===== src/rtl/pipe_pkg.sv =====
// Shared definitions for the elastic pipeline-stage registers.
package pipe_pkg;

    // Packed payload widths of each inter-stage bus.
    localparam int IFID_W  = 64;   // PCPlus4 + Instruction
    localparam int IDEX_W  = 160;
    localparam int EXMEM_W = 110;
    localparam int MEMWB_W = 72;

    // Fill bit for a bubble; an empty entry always holds all-BUBBLE data.
    localparam logic BUBBLE = 1'b0;

    // Encodings of the occupancy output.
    typedef enum logic [1:0] {
        OCC_EMPTY = 2'd0,
        OCC_ONE   = 2'd1,
        OCC_FULL  = 2'd2
    } occ_e;

endpackage


===== src/rtl/pipe_entry.sv =====
// One valid+data register. Clearing zeroes the data so an invalid entry
// always reads as a bubble.
module pipe_entry
    import pipe_pkg::*;
#(
    parameter int DATA_W = IFID_W
) (
    input  logic              clk,
    input  logic              rst,
    input  logic              load,
    input  logic              clear,
    input  logic [DATA_W-1:0] load_data,
    output logic              valid,
    output logic [DATA_W-1:0] data
);

    // Reset and clear win over load; a cleared entry holds a bubble.
    always_ff @(posedge clk) begin
        if (rst || clear) begin
            valid <= 1'b0;
            data  <= {DATA_W{BUBBLE}};
        end else if (load) begin
            valid <= 1'b1;
            data  <= load_data;
        end
    end

endmodule


===== src/rtl/pipe_stage_skid.sv =====
// Elastic pipeline-stage register: valid/ready on both sides, optional skid
// entry so in_ready is a flop, flush with bubble insertion and a saturating
// count of flushed entries.
module pipe_stage_skid
    import pipe_pkg::*;
#(
    parameter int DATA_W           = IFID_W,
    parameter int SKID             = 1,
    parameter int FLUSH_OVER_STALL = 1,
    parameter int CNT_W            = 16
) (
    input  logic              clk,
    input  logic              rst,
    input  logic              in_valid,
    output logic              in_ready,
    input  logic [DATA_W-1:0] in_data,
    output logic              out_valid,
    input  logic              out_ready,
    output logic [DATA_W-1:0] out_data,
    input  logic              stall,
    input  logic              flush,
    output logic [1:0]        occupancy,
    output logic [CNT_W-1:0]  dropped_cnt
);

    logic              main_v;
    logic [DATA_W-1:0] main_d;
    logic              skid_v;
    logic              take;
    logic              fire;
    logic              flush_eff;
    logic              main_load;
    logic              main_clear;
    logic [DATA_W-1:0] main_ld_data;
    logic              main_v_next;
    logic              skid_v_next;
    logic [CNT_W:0]    cnt_sum;
    occ_e              occ_q;

    assign take      = main_v & out_ready & ~stall;
    assign fire      = in_valid & in_ready;
    assign flush_eff = flush & ((FLUSH_OVER_STALL != 0) | ~stall);

    pipe_entry #(.DATA_W(DATA_W)) u_main (
        .clk       (clk),
        .rst       (rst),
        .load      (main_load),
        .clear     (main_clear),
        .load_data (main_ld_data),
        .valid     (main_v),
        .data      (main_d)
    );

    generate
        if (SKID != 0) begin : g_skid
            logic              skid_load;
            logic              skid_clear;
            logic              ready_q;
            logic [DATA_W-1:0] skid_d;

            // Main refills from skid when it drains while full; otherwise
            // it takes the new payload when empty or draining.
            assign main_load    = ~flush_eff & ((skid_v & take) |
                                                (~skid_v & fire & (~main_v | take)));
            assign main_ld_data = skid_v ? skid_d : in_data;
            assign main_clear   = flush_eff | (take & ~skid_v & ~fire);

            // Skid only catches a payload that arrives while main is stuck.
            assign skid_load    = ~flush_eff & fire & main_v & ~take & ~skid_v;
            assign skid_clear   = flush_eff | (skid_v & take);
            assign skid_v_next  = skid_load | (skid_v & ~skid_clear);

            pipe_entry #(.DATA_W(DATA_W)) u_skid (
                .clk       (clk),
                .rst       (rst),
                .load      (skid_load),
                .clear     (skid_clear),
                .load_data (in_data),
                .valid     (skid_v),
                .data      (skid_d)
            );

            // Ready is the registered "skid will be empty" flag, so no
            // downstream signal reaches in_ready combinationally.
            always_ff @(posedge clk) begin
                if (rst) ready_q <= 1'b1;
                else     ready_q <= ~skid_v_next;
            end

            assign in_ready = ready_q;
        end else begin : g_noskid
            assign skid_v       = 1'b0;
            assign skid_v_next  = 1'b0;
            assign in_ready     = ~main_v | take;
            assign main_load    = ~flush_eff & fire;
            assign main_ld_data = in_data;
            assign main_clear   = flush_eff | (take & ~fire);
        end
    endgenerate

    assign main_v_next = main_load | (main_v & ~main_clear);

    // Occupancy tracks the next-state entry count as a register.
    always_ff @(posedge clk) begin
        if (rst) occ_q <= OCC_EMPTY;
        else     occ_q <= occ_e'({1'b0, main_v_next} + {1'b0, skid_v_next});
    end

    // One extra bit catches overflow so the counter can saturate.
    assign cnt_sum = {1'b0, dropped_cnt} + {{CNT_W{1'b0}}, main_v} + {{CNT_W{1'b0}}, skid_v};

    // Count entries discarded by an effective flush; the payload arriving
    // in the flush cycle is never stored and so is not counted.
    always_ff @(posedge clk) begin
        if (rst)
            dropped_cnt <= '0;
        else if (flush_eff)
            dropped_cnt <= cnt_sum[CNT_W] ? {CNT_W{1'b1}} : cnt_sum[CNT_W-1:0];
    end

    assign out_valid = main_v;
    assign out_data  = main_d;
    assign occupancy = occ_q;

endmodule

===== config.mk =====
export PLATFORM = sky130hd
export DESIGN_NAME = pipe_stage_skid
export DESIGN_NICKNAME = d
export VERILOG_FILES = /design/src/rtl/pipe_pkg.sv /design/src/rtl/pipe_entry.sv /design/src/rtl/pipe_stage_skid.sv
export SDC_FILE = /design/constraint.sdc
export NUM_CORES = 1
export LEC_CHECK = 0
export BUFFER_PORTS_ARGS = -buffer_cell sky130_fd_sc_hd__buf_2
export CAP_MARGIN = 30
export CORE_ASPECT_RATIO = 1.25
export CORE_UTILIZATION = 45
export CTS_CLUSTER_SIZE = 14
export DETAILED_ROUTE_END_ITERATION = 10
export PLACE_DENSITY = 0.69
export SLEW_MARGIN = 20
export SYNTH_ARGS = -nofsm -noshare
export SYNTH_HDL_FRONTEND = slang
export SYNTH_SLANG_ARGS = --single-unit

===== constraint.sdc =====
create_clock -name clk -period 5.4 [get_ports clk]
set_input_delay 0.27 -clock clk [delete_from_list [all_inputs] [get_ports clk]]
set_output_delay 0.27 -clock clk [all_outputs]
set_load 0.01 [all_outputs]

==> metrics.md <==
| Metric | Value |
|---|---|
| WL/cell | `14.7 µm` |
| Tot GR Track Use | `20.9%` |
| Max stage delay on crit path | `~0.73 ns` |
| CP startpoint kind | `register` |
| Clk buf depth | `2` |
| DRT iter0 DRCs | `276` |
| Seq cells post-synth | `149` |
| DIE AREA | `approximately 14000 µm²` |
| Largest net degree at the start of global routing | `79` |
| Synth area leader | `dfxtp_1` |
| Final setup viols | `0` |
| Post_cts resized | `0` |
| Clock root buffer master | `clkbuf_16` |
| Setup Fix Bufs, Post-CTS | `0` |
| Post-synth EDFFs | `0` |
| Syn Area/Cell | `roughly 9 µm²` |
| Sequential area share after synthesis | `~47%` |
| Pwr dens | `324 nW/µm²` |
| Setup TNS | `0 ns` |
| Max IR drop VDD | `between 150 and 200 µV` |
| Fin crit period | `a little under 3 ns` |
| Proportion of netlist area held by the largest area contributor | `47.5%` |
| Synth area leaders | `dfxtp_1 (47%), a211oi_2 (11%), mux2i_1 (10%)` |
| IO Port Bufs | `153` |
| Antenna Cells | `0` |
| Top cell by count, worst path | `inv_1` |
| DRT Pass-1 Iters | `5` |
| Worst-path maximum fanout | `37` |
| Slew headroom | `39.0%` |
| Post-layout nets | `~880` |
| Synth unique cells | `35` |
| Worst min path class | `input port to register` |
| CTS H-tree depth | `4` |
| # hold bufs at CTS | `0` |
| Setup CP Type | `register to register` |
| Synthesized area | `6280 µm²` |
| Initial antenna violation count | `0` |
| WP data arrival | `3.21 ns` |
| Slowest CP cell | `dfxtp_4` |
| Max Clock Skew | `0.00919 ns` |
| Ratio of cells with drive above 1 in the final layout | `30.9%` |
| Vias per std cell | `5.19` |
| Synthesized Nets | `757` |
| Vias | `5162` |
| Vias in the first global route | `5089` |
| DRT Wirelength | `14600 µm` |
| Die height | `134 µm` |
| Synth top cells by count | `dfxtp_1 (149), nand2_1 (139), a21oi_1 (75)` |
| Async SR Flop Fraction | `0%` |
| Slew Viols, Final | `0` |
| CTS buffer count | `17` |
| Leakage power | `between 2 and 3 nW` |
| # DRC | `0` |
| CP endpoint kind | `register` |
| Outcome | `finished clean` |
| First-pass GRT wire length | `23900 µm` |
| Die width | `about 110 µm` |
| Placer congestion estimate | `0.811` |
| Starting Density | `between 40 and 50%` |
| Post-Synthesis Cells | `684` |
| Synthesis Warnings | `0` |
| Post-DP HPWL | `9740 µm` |
| Pre-CTS setup slack | `2.47 ns` |
| Worst Slack Setup Final | `2.51 ns` |
| Total global routing overflow | `0` |
| Crit-path cells | `inv_1, fa_1, inv_1, ha_1, nand4_1, nor4_1, a31oi_1, a211oi_1` |
| Antenna-violating nets left | `0` |
| CTS clk-pin slew, worst paths | `about 0.06 ns` |
| Fin crit share | `between 50% and 60%` |
| Max Freq | `approximately 350 MHz` |
| IO Count | `154` |
| Layout area overhead | `22.5%` |
| Sink Count | `about 150` |
| CP Data Required Time | `5.72 ns` |
| Multi-input logic area | `3030 µm²` |
| Cell Rows | `47` |
| CTS tree | `built` |
| RSZ-0062 raised after global routing | `no` |
| Worst slew pin tran | `between 0.9 and 1 ns` |
| Most frequent cell after synthesis | `dfxtp_1` |
| Clk_lat worst skew | `~0.40 ns` |
| FF/Latch Area | `2990 µm²` |
| Final hold violation count | `0` |
| Most used DFF post-synth | `dfxtp_1` |
| Number of fillers in the final layout | `1191` |
| Core Area | `roughly 13000 µm²` |
| Total of max-cap violations | `0` |
| Fin Hold WS | `~0.11 ns` |
## logic make-up after synthesis
group,count (synthesis),synth area share [%]
adder cells (fa/ha/maj),3,0.717
AND/OR/NAND/NOR,247,16.0
flip-flops,149,47.5
buffers and inverters,62,4.64
multiplexers,64,10.2
XOR/XNOR,10,1.39
AO/OA/AOI/OAI,149,19.5
## per-stage QoR
stage | instance area (µm²) | std cells | utilization, % | total power, mW
final | 7690 | 994 | 57.4 | 2.50
after detailed placement | 7100 | 962 | 52.9 | 1.35
after global routing | 7690 | 994 | 57.4 | 2.60
after floorplan | 6280 | 684 | - | 1.28
after global placement | 7080 | 961 | 52.8 | 1.34
after CTS | 7690 | 994 | 57.4 | 2.53
## layout by cell type, fill, tap and decap left out, types with 3 or more instances in the layout
| master | count |
|---|---|
| nand4_1 | 6 |
| xor2_1 | 3 |
| dfxtp_1 | 148 |
| a21oi_1 | 75 |
| clkbuf_16 | 17 |
| buf_4 | 6 |
| mux2i_1 | 64 |
| xnor2_1 | 7 |
| nand3_1 | 5 |
| clkinv_2 | 3 |
| nor4_1 | 4 |
| a211oi_2 | 56 |
| a211oi_1 | 9 |
| clkbuf_8 | 3 |
| nor3_1 | 8 |
| inv_1 | 9 |
| nor2_1 | 74 |
| buf_2 | 153 |
| nand2_1 | 138 |
| clkinv_4 | 3 |
## worst max-delay path: cells and delay by family, from the launching register on
kind,cells,cell delay (ns)
and+or+nand+nor,2,0.78
DFF,1,0.73
adders and majority gates,2,0.60
AOI/OAI and AO/OA,2,0.38
buffers and inverters,2,0.31
## report_power, final
group          switching, mW  internal (mW)  leakage [nW]  total, mW
combinational          0.122         0.0711          1.32      0.194
clock                  0.450          0.719         0.289       1.17
sequential            0.0126           1.12          1.21       1.13
## path summary, 6_finish.rpt
check,from,endpoint,slack [ns],cells past startpoint
max,g_skid.u_skid.valid,dropped_cnt[14],2.51,8
min,in_data[56],g_skid.u_skid.data[56],0.11,3
max reg2reg,g_skid.u_skid.valid,dropped_cnt[14],2.51,8
min reg2reg,g_skid.u_skid.data[4],g_skid.u_skid.data[4],0.45,2
## layout make-up
cell class / instances / area share, %
clock inverters: 11 / 1.63
flip-flops and latches: 149 / 38.8
repair buffers: 160 / 10.8
well taps: 171 / 2.78
inverters: 9 / 0.439
clock buffers: 21 / 6.11
multi-input cells: 473 / 39.4
## state kept, by name (all words and copies together) (netlist names)
register,flops
in_ready,1
occupancy,2
g_skid.u_skid.valid,1
dropped_cnt,16
u_main.data,64
g_skid.u_skid.data,64
u_main.valid,1
## routing by layer
metal	part of all wire [%]	vias to the layer above	track usage (%)
met5	0	-	0
met4	0.86	0	7.00
met3	5.0	9	5.15
met2	50	139	36.2
met1	44	2402	24.9
li1	-	2612	-
(Power assumes the default switching activity.)
